### src/rtl/unit_arb_pkg.sv
// Shared constants for the request arbiter: opcodes, FSM encodings, datapath widths
// and the round-robin index helper.
package unit_arb_pkg;

    localparam int OPND_W = 16;
    localparam int RES_W  = 8;

    localparam logic [2:0] OP_CMP   = 3'd0;
    localparam logic [2:0] OP_PENC  = 3'd1;
    localparam logic [2:0] OP_MUX   = 3'd2;
    localparam logic [2:0] OP_WMAJ  = 3'd3;
    localparam logic [2:0] OP_PIECE = 3'd4;

    localparam logic [1:0] ST_IDLE = 2'd0;
    localparam logic [1:0] ST_EXEC = 2'd1;
    localparam logic [1:0] ST_RESP = 2'd2;

    // Requester visited at search step 'offset' after the previous winner
    function automatic int rrIndex(input int last, input int offset, input int n);
        return (last + offset) % n;
    endfunction

endpackage

### src/rtl/unit_request_arbiter_rr.sv
// Combinational round-robin picker: searches upward from last_grant_i+1 with wrap.
module rr_arbiter
    import unit_arb_pkg::*;
#(
    parameter int NUM_REQ = 4,
    parameter int ID_W    = 2
) (
    input  logic [NUM_REQ-1:0] req_i,
    input  logic [ID_W-1:0]    last_grant_i,
    output logic               grant_valid_o,
    output logic [ID_W-1:0]    grant_idx_o,
    output logic [NUM_REQ-1:0] grant_onehot_o
);
    // Walk from lowest priority to highest so the nearest active requester wins
    always_comb begin
        grant_valid_o  = 1'b0;
        grant_idx_o    = '0;
        grant_onehot_o = '0;
        for (int k = NUM_REQ; k >= 1; k--) begin
            automatic int idx = rrIndex(int'(last_grant_i), k, NUM_REQ);
            if (|(req_i & (NUM_REQ'(1) << idx))) begin
                grant_valid_o  = 1'b1;
                grant_idx_o    = ID_W'(idx);
                grant_onehot_o = NUM_REQ'(1) << idx;
            end
        end
    end
endmodule

### src/rtl/unit_request_arbiter_units.sv
// The five combinational practice arithmetic units shared by all requesters.

module comparator (
    input  logic [3:0] a,
    input  logic [3:0] b,
    output logic       less,
    output logic       more,
    output logic       equal,
    output logic       one_bit_diff
);
    logic [3:0] diffBits;

    assign diffBits     = a ^ b;
    assign less         = a < b;
    assign more         = a > b;
    assign equal        = a == b;
    assign one_bit_diff = (diffBits != 4'd0) && ((diffBits & (diffBits - 4'd1)) == 4'd0);
endmodule

module priority_encoder (
    input  logic [15:0] in_value,
    output logic [3:0]  most_significant_bit,
    output logic        multiple_ones
);
    // Ascending scan so the highest set bit is the last one written
    always_comb begin
        most_significant_bit = 4'd0;
        for (int i = 0; i < 16; i++) begin
            if (in_value[i]) begin
                most_significant_bit = i[3:0];
            end
        end
    end

    assign multiple_ones = $countones(in_value) > 1;
endmodule

module multiplexer (
    input  logic [7:0] input_values,
    input  logic [2:0] selector,
    output logic       out_value
);
    assign out_value = input_values[selector];
endmodule

module weighted_majority (
    input  logic [5:0] inputs,
    input  logic [5:0] doubles,
    output logic       result
);
    logic [4:0] setWeight;
    logic [4:0] totalWeight;

    // A doubled voter weighs 2, otherwise 1; strict majority of total weight wins
    always_comb begin
        setWeight   = 5'd0;
        totalWeight = 5'd0;
        for (int i = 0; i < 6; i++) begin
            totalWeight = totalWeight + (doubles[i] ? 5'd2 : 5'd1);
            if (inputs[i]) begin
                setWeight = setWeight + (doubles[i] ? 5'd2 : 5'd1);
            end
        end
    end

    assign result = {setWeight, 1'b0} > {1'b0, totalWeight};
endmodule

module piecewise_combination (
    input  logic [3:0] input1,
    input  logic [3:0] input2,
    output logic [7:0] combination_result
);
    always_comb begin
        if (input1 > input2) begin
            combination_result = {4'd0, input1} * {4'd0, input2};
        end else if (input1 == input2) begin
            combination_result = {input1, input2};
        end else begin
            combination_result = {4'd0, input2 - input1};
        end
    end
endmodule

### src/rtl/unit_request_arbiter.sv
// Time-shares one set of arithmetic units among NUM_REQ requesters (IDLE/EXEC/RESP).
// Define UNIT_ARB_STATS_EN to add the saturating served_count output.
module unit_request_arbiter
    import unit_arb_pkg::*;
#(
    parameter int NUM_REQ = 4,
    parameter int ID_W    = 2
) (
    input  logic                     clk,
    input  logic                     reset,
    input  logic [NUM_REQ-1:0]       req_valid,
    output logic [NUM_REQ-1:0]       req_ready,
    input  logic [3*NUM_REQ-1:0]     req_op,
    input  logic [OPND_W*NUM_REQ-1:0] req_a,
    input  logic [OPND_W*NUM_REQ-1:0] req_b,
    output logic                     rsp_valid,
    input  logic                     rsp_ready,
    output logic [ID_W-1:0]          rsp_id,
    output logic [RES_W-1:0]         rsp_data,
    output logic                     rsp_err
`ifdef UNIT_ARB_STATS_EN
    ,
    output logic [15:0]              served_count
`endif
);
    logic [1:0]        state_q, state_d;
    logic [ID_W-1:0]   lastGrant_q, lastGrant_d;
    logic [2:0]        curOp_q, curOp_d;
    logic [OPND_W-1:0] curA_q, curA_d;
    logic [OPND_W-1:0] curB_q, curB_d;
    logic [ID_W-1:0]   curId_q, curId_d;
    logic              rspValid_q, rspValid_d;
    logic [ID_W-1:0]   rspId_q, rspId_d;
    logic [RES_W-1:0]  rspData_q, rspData_d;
    logic              rspErr_q, rspErr_d;

    logic               grantValid;
    logic [ID_W-1:0]    grantIdx;
    logic [NUM_REQ-1:0] grantOnehot;

    logic              cmpLess, cmpMore, cmpEqual, cmpOneBit;
    logic [3:0]        pencMsb;
    logic              pencMulti;
    logic              muxOut;
    logic              wmajOut;
    logic [7:0]        pieceOut;
    logic [RES_W-1:0]  unitResult;
    logic              unitErr;
    logic              unusedBBits;

    rr_arbiter #(.NUM_REQ(NUM_REQ), .ID_W(ID_W)) u_rr (
        .req_i          (req_valid),
        .last_grant_i   (lastGrant_q),
        .grant_valid_o  (grantValid),
        .grant_idx_o    (grantIdx),
        .grant_onehot_o (grantOnehot)
    );

    comparator u_cmp (
        .a(curA_q[3:0]), .b(curB_q[3:0]),
        .less(cmpLess), .more(cmpMore), .equal(cmpEqual), .one_bit_diff(cmpOneBit)
    );

    priority_encoder u_penc (
        .in_value(curA_q), .most_significant_bit(pencMsb), .multiple_ones(pencMulti)
    );

    multiplexer u_mux (
        .input_values(curA_q[7:0]), .selector(curB_q[2:0]), .out_value(muxOut)
    );

    weighted_majority u_wmaj (
        .inputs(curA_q[5:0]), .doubles(curB_q[5:0]), .result(wmajOut)
    );

    piecewise_combination u_piece (
        .input1(curA_q[3:0]), .input2(curB_q[3:0]), .combination_result(pieceOut)
    );

    assign unusedBBits = ^curB_q[OPND_W-1:6];

    always_comb begin
        unitResult = '0;
        unitErr    = 1'b0;
        case (curOp_q)
            OP_CMP:   unitResult = {4'd0, cmpLess, cmpMore, cmpEqual, cmpOneBit};
            OP_PENC:  unitResult = {3'd0, pencMulti, pencMsb};
            OP_MUX:   unitResult = {7'd0, muxOut};
            OP_WMAJ:  unitResult = {7'd0, wmajOut};
            OP_PIECE: unitResult = pieceOut;
            default:  unitErr    = 1'b1;
        endcase
    end

    // Accept strobe exists only in IDLE and is suppressed while reset is applied
    always_comb begin
        state_d     = state_q;
        lastGrant_d = lastGrant_q;
        curOp_d     = curOp_q;
        curA_d      = curA_q;
        curB_d      = curB_q;
        curId_d     = curId_q;
        rspValid_d  = rspValid_q;
        rspId_d     = rspId_q;
        rspData_d   = rspData_q;
        rspErr_d    = rspErr_q;
        req_ready   = '0;
        case (state_q)
            ST_IDLE: begin
                if (grantValid) begin
                    req_ready = grantOnehot;
                    curOp_d   = req_op[3*grantIdx +: 3];
                    curA_d    = req_a[OPND_W*grantIdx +: OPND_W];
                    curB_d    = req_b[OPND_W*grantIdx +: OPND_W];
                    curId_d   = grantIdx;
                    state_d   = ST_EXEC;
                end
            end
            ST_EXEC: begin
                rspData_d  = unitResult;
                rspErr_d   = unitErr;
                rspId_d    = curId_q;
                rspValid_d = 1'b1;
                state_d    = ST_RESP;
            end
            ST_RESP: begin
                if (rsp_ready) begin
                    rspValid_d  = 1'b0;
                    lastGrant_d = curId_q;
                    state_d     = ST_IDLE;
                end
            end
            default: state_d = ST_IDLE;
        endcase
        if (reset) begin
            req_ready = '0;
        end
    end

    always_ff @(posedge clk) begin
        if (reset) begin
            state_q     <= ST_IDLE;
            lastGrant_q <= ID_W'(NUM_REQ - 1);
            curOp_q     <= '0;
            curA_q      <= '0;
            curB_q      <= '0;
            curId_q     <= '0;
            rspValid_q  <= 1'b0;
            rspId_q     <= '0;
            rspData_q   <= '0;
            rspErr_q    <= 1'b0;
        end else begin
            state_q     <= state_d;
            lastGrant_q <= lastGrant_d;
            curOp_q     <= curOp_d;
            curA_q      <= curA_d;
            curB_q      <= curB_d;
            curId_q     <= curId_d;
            rspValid_q  <= rspValid_d;
            rspId_q     <= rspId_d;
            rspData_q   <= rspData_d;
            rspErr_q    <= rspErr_d;
        end
    end

    assign rsp_valid = rspValid_q;
    assign rsp_id    = rspId_q;
    assign rsp_data  = rspData_q;
    assign rsp_err   = rspErr_q;

`ifdef UNIT_ARB_STATS_EN
    logic [15:0] servedCount_q;

    // Counts every completed response, error responses included, saturating
    always_ff @(posedge clk) begin
        if (reset) begin
            servedCount_q <= '0;
        end else if (state_q == ST_RESP && rsp_ready && servedCount_q != 16'hFFFF) begin
            servedCount_q <= servedCount_q + 16'd1;
        end
    end

    assign served_count = servedCount_q;
`endif

endmodule
### config.mk
export PLATFORM = sky130hd
export DESIGN_NAME = unit_request_arbiter
export DESIGN_NICKNAME = d
export VERILOG_FILES = /design/src/rtl/unit_arb_pkg.sv /design/src/rtl/unit_request_arbiter_rr.sv /design/src/rtl/unit_request_arbiter_units.sv /design/src/rtl/unit_request_arbiter.sv
export SDC_FILE = /design/constraint.sdc
export NUM_CORES = 1
export LEC_CHECK = 0
export CAP_MARGIN = 30
export CELL_PAD_IN_SITES_DETAIL_PLACEMENT = 2
export CELL_PAD_IN_SITES_GLOBAL_PLACEMENT = 2
export CORE_UTILIZATION = 27
export DETAILED_ROUTE_END_ITERATION = 7
export PLACE_DENSITY_LB_ADDON = 0.1
export SLEW_MARGIN = 20
export SYNTH_ARGS = -nofsm -noshare
export SYNTH_HDL_FRONTEND = slang
export SYNTH_SLANG_ARGS = --single-unit
### constraint.sdc
create_clock -name clk -period 6.4 [get_ports clk]
set_input_delay 0.96 -clock clk [delete_from_list [all_inputs] [get_ports clk]]
set_output_delay 0.96 -clock clk [all_outputs]
set_load 0.005 [all_outputs]
==> results of run 1 <==
[worst paths after layout]
kind	slack, ps	cells after the start	endpoint	startpoint
max	350	25	rsp_data[0]	curB_q[0]
min	460	2	rsp_data[1]	rsp_data[1]
max reg2reg	350	25	rsp_data[0]	curB_q[0]
min reg2reg	460	2	rsp_data[1]	rsp_data[1]
[cell usage after synthesis, types with 6 or more instances]
cell type,instances
buf_6,9
dfxtp_1,43
nor2b_1,6
mux4_2,26
a21oi_1,35
a22o_1,26
a22oi_1,8
fa_1,27
xnor2_1,10
nand3_1,6
nand2b_1,8
nor2_1,34
nand2_1,38
a211oi_1,7
a21o_1,7
inv_1,57
o21ai_0,12
mux2_2,6
buf_2,9
nor3_1,12
ha_1,58
[worst min-delay path: stages (launching register included)]
cell	delay, ps
dfxtp_1	310
nand2_1	50
a21oi_1	50
[cell type report]
cell class                 instances  area share
clock buffer                       6      0.0210
timing repair buffer             141       0.206
multi-input combinational        399       0.563
sequential                        43       0.130
clock inverter                     2     0.00208
inverter                          60      0.0344
tap                              229      0.0433
[cell families after synthesis]
logic type,count (synthesis),synth area share
buffers and inverters,86,0.0831
XOR/XNOR,13,0.0228
adder cells (fa/ha/maj),85,0.253
multiplexers,36,0.142
flip-flops,43,0.172
AO/OA/AOI/OAI,129,0.191
AND/OR/NAND/NOR,136,0.136
[per-layer routing]
layer  global-route usage  share of wire  vias up  routed length, µm
met5                    0              0        -                  0
met4               0.0402          0.012        0                195
met3               0.0315          0.040       12                641
met2                0.316           0.49      106               7940
met1                0.224           0.45     2229               7280
li1                     -              -     2162                  -
[state kept, by name, indices dropped and copies added (netlist names)]
signal and cells:
curA_q 16, rsp_data 8, curB_q 6, curOp_q 3, curId_q 2, lastGrant_q 2, rsp_id 2, state_q 2
rsp_err 1, rsp_valid 1
[placed cells by master (no fill, tap or decap), types with 7 or more instances in the layout]
master | Yosys | layout
a22o_1 | 26 | 26
a211oi_1 | 7 | 7
o21ai_0 | 12 | 11
fa_1 | 27 | 27
xnor2_1 | 10 | 10
ha_1 | 58 | 58
inv_1 | 57 | 57
mux4_2 | 26 | 26
a21oi_1 | 35 | 35
buf_4 | 3 | 19
a22oi_1 | 8 | 8
nand2b_1 | 8 | 8
dfxtp_1 | 43 | 43
a21o_1 | 7 | 7
nor3_1 | 12 | 12
nand2_1 | 38 | 38
clkdlybuf4s50_1 | 0 | 122
nor2_1 | 34 | 34
[stage by stage]
step | utilization | setup WS [ps] | instances | instance area, µm²
final | 0.366 | 354 | 880 | 6620
after global routing | 0.366 | 21.9 | 880 | 6620
after CTS | 0.366 | 125 | 880 | 6620
after detailed placement | 0.357 | 136 | 872 | 6460
after global placement | 0.357 | 403 | 872 | 6460
after floorplan | - | 534 | 528 | 5000
[repair_timing]
action / CTS / global route
hold buffers: 0 / 0
endpoints found under the setup margin: 0 / 1
gates resized for setup: 0 / 3
[power groups by stage]
stage / Sequential [mW] / Clock [mW] / Combinational [mW]
floorplan: 0.365 / 0 / 1.08
CTS: 0.379 / 0.283 / 1.56
detailed placement: 0.385 / 0 / 1.54
global placement: 0.382 / 0 / 1.45
finish: 0.377 / 0.273 / 1.52
global route: 0.387 / 0.292 / 1.74
==> metrics, run 1 <==
Top FF cell, synth=dfxtp_1; fin crit period=6050 ps; share of cells above drive strength 1=0.115; number of global-route vias before repair=5,151; syn nets=760; Crit path max-delay family=adder cells; unrepaired setup endpoints after global routing=no; Tcrit/Tclk final=0.945; final setup fails=0; Mapped Area=0.00500 mm²; max incr delay on CP=520 ps; clk_lat worst skew=300 ps; Fin Setup TNS=0 ps; Cell variety after synth=70; Clock power frac=0.126; CTS clk-pin slew, worst paths=70 ps; fillers=1,941; # IOs=163; Worst Max-Slew Pin Slew=818 ps; Comb power frac=0.701; synth top area cells=dfxtp_1 17%, ha_1 15%, mux4_2 12%; Total Power=2.17 mW; htree depth=2; n_diodes=0; register share of total power=0.174; endpoints failing hold=0; vias=4,509; IO Port Bufs=122; synth-to-layout area growth=32.4%; initial core utilization=0.277; Mapped Avg Cell Area=9.47 µm²; Warnings, synthesis=0; cell-internal power=1.19 mW; DRT Pass-1 Iters=6; CTS Buf Count=5; Fmax=165 MHz; postcts setup bufs=0; WL per Instance=18.2 µm; CP max stage cell=fa_1; Switching Fraction=0.450; top cell type by total area after synthesis=dfxtp_1; final antenna-violating net count=0; Reg area=861 µm²; Die Y=138 µm; Psw=976 µW; Die ar.=0.0191 mm²; Starting DRT DRC Count=120; core area=0.0181 mm²; pwr dens=328 mW/mm²; MaxCap Viol Count=0; Die X=138 µm; largest net degree at the start of global routing=27; leakage power=2.74 nW; failing checks=DRC; worst-case vdd ir drop=261 µV; CP Data Required Time=6600 ps; nature of the critical path startpoint=register; register area share after synthesis=0.172; CTS tree=built; initial antenna violation count=0; final wirelength=16,100 µm; share of synthesized flip-flops with an asynchronous set or reset=0; # clock sinks=43; Final Wtd Congestion=0.793; CP Max Fanout=3; crit path capture type=register; WP buf/inv=3; Slew HR=0.454; hold crit path type=register to register; Fin Hold WS=459 ps; Clock Root Buffer=clkbuf_16; Total GRT Usage=0.178; # rows=49; first-pass GRT wire length=27,000 µm; CP dominant cell by count=fa_1; post-synth top area share=0.172; Syn Inst Count=528; detailed-route DRC error count=9; nets@finish=882; gr ovfl total=0; Crit Path Category=register to register; DP HPWL=13,600 µm; worst-case clock skew=11.1 ps; via density per instance=5.12; combined area of the multi-input logic cells=0.00373 mm²; EDFF count, synth=0; flops & latches, synth=43; status=complete, but fails checks; maximum buffer depth of the clock tree=2; crit path DAT=6240 ps; Slew Viols, Final=0
(Power assumes the default switching activity.)
==> inputs of run 2 (changes only) <==
--- a/config.mk
+++ b/config.mk
@@ -9,8 +9,10 @@
 export CELL_PAD_IN_SITES_DETAIL_PLACEMENT = 2
 export CELL_PAD_IN_SITES_GLOBAL_PLACEMENT = 2
 export CORE_UTILIZATION = 27
+export CTS_BUF_LIST = sky130_fd_sc_hd__clkbuf_16
 export DETAILED_ROUTE_END_ITERATION = 7
 export PLACE_DENSITY_LB_ADDON = 0.1
+export RECOVER_POWER = 25
 export SLEW_MARGIN = 20
 export SYNTH_ARGS = -nofsm -noshare
 export SYNTH_HDL_FRONTEND = slang
==> run 2 against run 1 <==
Compared with the run above: the run still ends with DRC left; critical path type unchanged; cell area shrank 0.15%; register-to-register slack is essentially flat; largest cell class unchanged; fmax is essentially flat; routed wire length is essentially flat; sequential share of layout area is essentially flat; non-clock buffer count is the same; worst hold slack lost 3.0 ps; utilization shrank 0.055 points; global-route usage is the same.
==> metrics, run 2 (synthesis results as in run 1) <==
status=complete, but fails checks; failing checks=DRC; core area=0.0181 mm²; CP dominant cell by count=fa_1; CTS Buf Count=5; Final Util=0.366; first-pass GRT wire length=27,000 µm; initial core utilization=0.277; Psw=976 µW; commonest non-fill, non-tap cells in the layout=114 x clkdlybuf4s50_1, 58 x ha_1, 57 x inv_1, 43 x dfxtp_1, 38 x nand2_1; initial antenna violation count=0; endpoints failing hold=0; Tcrit/Tclk final=0.945; Die Y=138 µm; leakage power=2.76 nW; final wirelength=16,100 µm; worst-case vdd ir drop=261 µV; Fin Setup TNS=0 ps; Clock power frac=0.121; max incr delay on CP=520 ps; Switching Fraction=0.452; Starting DRT DRC Count=117; Crit Path Category=register to register; fillers=1,942; crit path capture type=register; via density per instance=5.12; largest net degree at the start of global routing=27; cell-internal power=1.18 mW; crit path DAT=6240 ps; DP HPWL=13,600 µm; Slew Viols, Final=0; CP Max Fanout=3; WL per Instance=18.2 µm; number of global-route vias before repair=5,151; # rows=49; CTS clk-pin slew, worst paths=70 ps; htree depth=2; Fmax=165 MHz; CP max stage cell=fa_1; fin crit period=6050 ps; Die ar.=0.0191 mm²; Comb power frac=0.704; WP buf/inv=3; DRT Pass-1 Iters=6; vias=4,509; unrepaired setup endpoints after global routing=no; synth-to-layout area growth=32.2%; Clock Root Buffer=clkbuf_16; nets@finish=882; final setup fails=0; maximum buffer depth of the clock tree=2; worst-case clock skew=11.1 ps; CTS tree=built; Final Wtd Congestion=0.793; n_diodes=0; commonest non-fill, non-tap cell in the layout=clkdlybuf4s50_1; register share of total power=0.175; Largest register FFs=16; Largest Register=curA_q; gr ovfl total=0; IO Port Bufs=122; Worst Max-Slew Pin Slew=818 ps; hold crit path type=register to register; pwr dens=326 mW/mm²; # clock sinks=43; final antenna-violating net count=0; # IOs=163; Crit path max-delay family=adder cells; postcts setup bufs=0; CTS Hold Buffers Added=0; Total GRT Usage=0.178; clk_lat worst skew=300 ps; Die X=138 µm; MaxCap Viol Count=0; Slew HR=0.454; nature of the critical path startpoint=register; share of cells above drive strength 1=0.114; detailed-route DRC error count=9; CP Data Required Time=6600 ps
## run 2: cell types whose count changed in the layout (fill, tap and decap cells not counted)
cell | before | now
dlygate4sd3_1 | 0 | 8
clkdlybuf4s50_1 | 122 | 114
clkbuf_8 | 1 | 0
clkinv_1 | 2 | 3
## run 2: worst reg2reg max path: stages, from the launching register on
cell and delay, ps:
dfxtp_1 340, inv_1 60, ha_1 190, ha_1 190
fa_1 420, mux2_2 310, inv_1 90, fa_1 420
nand2_1 80, o21ai_0 150, fa_1 510, mux2i_2 230
inv_1 100, fa_1 520, nand2_1 70, o21ai_2 120
fa_1 450, mux2i_1 140, ha_1 260, a21o_1 180
a21oi_1 140, nor2b_1 60, o21ai_0 210, or3b_1 380
a31oi_1 130, and3b_1 180
## run 2: routing by layer
metal | up-vias | wire, µm | track usage
met5 | - | 0 | 0
met4 | 0 | 195 | 0.0402
met3 | 12 | 641 | 0.0315
met2 | 106 | 7940 | 0.316
met1 | 2229 | 7280 | 0.224
li1 | 2162 | - | -
## run 2: area by class of cell
class	instances	area (µm²)	area share
well taps	229	287	0.0433
inverters	60	228	0.0344
clock inverters	3	17.5	0.00265
multi-input cells	399	3730	0.564
flip-flops and latches	43	861	0.130
clock buffers	5	125	0.0189
repair buffers	141	1360	0.206
## run 2: final timing paths
kind                                    end  slack (ps)         from  cells after the start
worst min-delay path            rsp_data[1]         460  rsp_data[1]                      2
worst min register to register  rsp_data[1]         460  rsp_data[1]                      2
worst max-delay path            rsp_data[0]         350    curB_q[0]                     25
worst max register to register  rsp_data[0]         350    curB_q[0]                     25
## run 2: repair_timing
action,4_1_cts,5_1_grt
gates resized for setup,0,3
endpoints found under the setup margin,0,1
hold endpoints to repair,0,0
## run 2: per-stage QoR
stage          total power, mW  hold slack (ps)  cell area [µm²]  instances  setup WS (ps)
2_1_floorplan             1.45              441             5000        528            534
3_3_place_gp              1.83              447             6460        872            403
3_5_place_dp              1.92              455             6460        872            136
4_1_cts                   2.21              464             6610        880            125
5_1_grt                   2.41              493             6610        880           21.9
6_report                  2.16              457             6610        880            353
## run 2: power groups by stage
stage | sequential [mW] | clock, mW | combinational (mW)
detailed placement | 0.385 | 0 | 1.54
floorplan | 0.365 | 0 | 1.08
global route | 0.387 | 0.280 | 1.74
global placement | 0.382 | 0 | 1.45
CTS | 0.379 | 0.271 | 1.56
finish | 0.377 | 0.261 | 1.52
==> inputs of run 3 (changes only) <==
--- a/config.mk
+++ b/config.mk
@@ -6,11 +6,12 @@
 export NUM_CORES = 1
 export LEC_CHECK = 0
 export CAP_MARGIN = 30
-export CELL_PAD_IN_SITES_DETAIL_PLACEMENT = 2
+export CELL_PAD_IN_SITES_DETAIL_PLACEMENT = 1
 export CELL_PAD_IN_SITES_GLOBAL_PLACEMENT = 2
 export CORE_UTILIZATION = 27
 export CTS_BUF_LIST = sky130_fd_sc_hd__clkbuf_16
 export DETAILED_ROUTE_END_ITERATION = 7
+export MAX_ROUTING_LAYER = met4
 export PLACE_DENSITY_LB_ADDON = 0.1
 export RECOVER_POWER = 25
 export SLEW_MARGIN = 20
==> run 3 against run 2 <==
Compared with the run above: the run still ends with DRC left; fmax rose by 1.4%; first-iteration DRC count rose by 16%; critical path depth did not move; clock skew rose by 1.9 ps; register-to-register slack improved by 90 ps; die area did not move; non-clock buffer count did not move; critical path type unchanged; highest routed layer unchanged.
==> metrics, run 3 (synthesis results as in run 1) <==
detailed-route DRC error count=8; setup slack, reg-to-reg=440 ps; Slew Viols, Final=0; Clock power frac=0.122; commonest non-fill, non-tap cells in the layout=114 x clkdlybuf4s50_1, 58 x ha_1, 57 x inv_1, 43 x dfxtp_1, 38 x nand2_1; final wirelength=14,900 µm; CP Data Required Time=6600 ps; endpoints failing hold=0; leakage power=2.76 nW; Die ar.=0.0191 mm²; pre-CTS setup slack=164 ps; Total GRT Usage=0.167; unrepaired setup endpoints after global routing=no; Slew HR=0.481; Die Y=138 µm; Crit Path Category=register to register; gr ovfl total=0; commonest non-fill, non-tap cell in the layout=clkdlybuf4s50_1; combined area of the multi-input logic cells=0.00373 mm²; crit path capture type=register; worst-case vdd ir drop=298 µV; Largest Register=curA_q; cell-internal power=1.18 mW; initial antenna violation count=0; DP HPWL=12,600 µm; # rows=49; register share of total power=0.177; nets@finish=882; n_diodes=0; postcts setup bufs=0; CP Max Fanout=3; CTS tree=built; initial core utilization=0.277; Worst Max-Slew Pin Slew=777 ps; CTS clk-pin slew, worst paths=70 ps; WL per Instance=17.0 µm; synth-to-layout area growth=32.2%; crit path DAT=6160 ps; first-pass GRT wire length=24,500 µm; largest net degree at the start of global routing=27; Comb power frac=0.702; Largest register FFs=16; IO Port Bufs=122; Fin Setup TNS=0 ps; share of cells above drive strength 1=0.114; # IOs=163; Starting DRT DRC Count=136; worst-case clock skew=13.0 ps; CTS Hold Buffers Added=0; maximum buffer depth of the clock tree=2; final setup fails=0; clk_lat worst skew=300 ps; hold crit path type=register to register; MaxCap Viol Count=0; Final WS setup=439 ps; fin crit period=5960 ps; CTS Buf Count=5; status=complete, but fails checks; core area=0.0181 mm²; Die X=138 µm; pwr dens=322 mW/mm²; fillers=2,034; nature of the critical path startpoint=register; Fmax=168 MHz; failing checks=DRC; DRT Pass-1 Iters=6; Psw=954 µW; htree depth=2; # clock sinks=43; Final Wtd Congestion=0.804; number of global-route vias before repair=4,775; Clock Root Buffer=clkbuf_16; Switching Fraction=0.447; final antenna-violating net count=0; Reg area=861 µm²; CTS-repair resized insts=0; vias=4,439; via density per instance=5.04; Tcrit/Tclk final=0.931
-- run 3: cell counts in the layout (fill, tap and decap cells not counted) --
Identical to the previous run, type by type.
-- run 3: final cells by class --
cell class	instances	area share
inverters	60	0.0344
well taps	229	0.0433
multi-input cells	399	0.564
clock inverters	3	0.00265
flip-flops and latches	43	0.130
clock buffers	5	0.0189
repair buffers	141	0.206
-- run 3: stage by stage --
| stage | hold slack [ps] | total power, mW | instances | instance area [µm²] | utilization |
|---|---|---|---|---|---|
| final | 456 | 2.13 | 880 | 6610 | 0.366 |
| after global routing | 483 | 2.38 | 880 | 6610 | 0.366 |
| after CTS | 464 | 2.18 | 880 | 6610 | 0.365 |
| after detailed placement | 455 | 1.89 | 872 | 6460 | 0.357 |
| after global placement | 447 | 1.83 | 872 | 6460 | 0.357 |
| after floorplan | 441 | 1.45 | 528 | 5000 | - |
-- run 3: power groups by stage --
stage	Clock, mW	Combinational, mW	Sequential, mW
after detailed placement	0	1.51	0.384
final	0.260	1.50	0.376
after global placement	0	1.45	0.382
after global routing	0.281	1.71	0.387
after floorplan	0	1.08	0.365
after CTS	0.269	1.53	0.378
-- run 3: routing by layer --
metal | track usage | part of all wire
met5 | - | 0
met4 | 0.0349 | 0.010
met3 | 0.0291 | 0.039
met2 | 0.276 | 0.47
met1 | 0.213 | 0.48
-- run 3: worst paths after layout --
| check | start | endpoint | cells past startpoint |
|---|---|---|---|
| setup reg to reg | curB_q[0] | rsp_data[0] | 25 |
| hold / removal | rsp_id[0] | rsp_id[0] | 2 |
| hold reg to reg | rsp_id[0] | rsp_id[0] | 2 |
| setup / recovery | curB_q[0] | rsp_data[0] | 25 |
-- run 3: worst max-delay path: stages (launching register included) --
cell     delay [ps]
dfxtp_1         330
inv_1            50
ha_1            190
ha_1            190
fa_1            420
mux2_2          300
inv_1            80
fa_1            410
nand2_1          70
o21ai_0         140
fa_1            500
mux2i_2         220
inv_1            90
fa_1            520
nand2_1          70
o21ai_2         120
fa_1            460
mux2i_1         170
ha_1            270
a21o_1          190
a21oi_1         150
nor2b_1          60
o21ai_1         170
or3b_1          360
a31oi_1         130
and3b_1         180
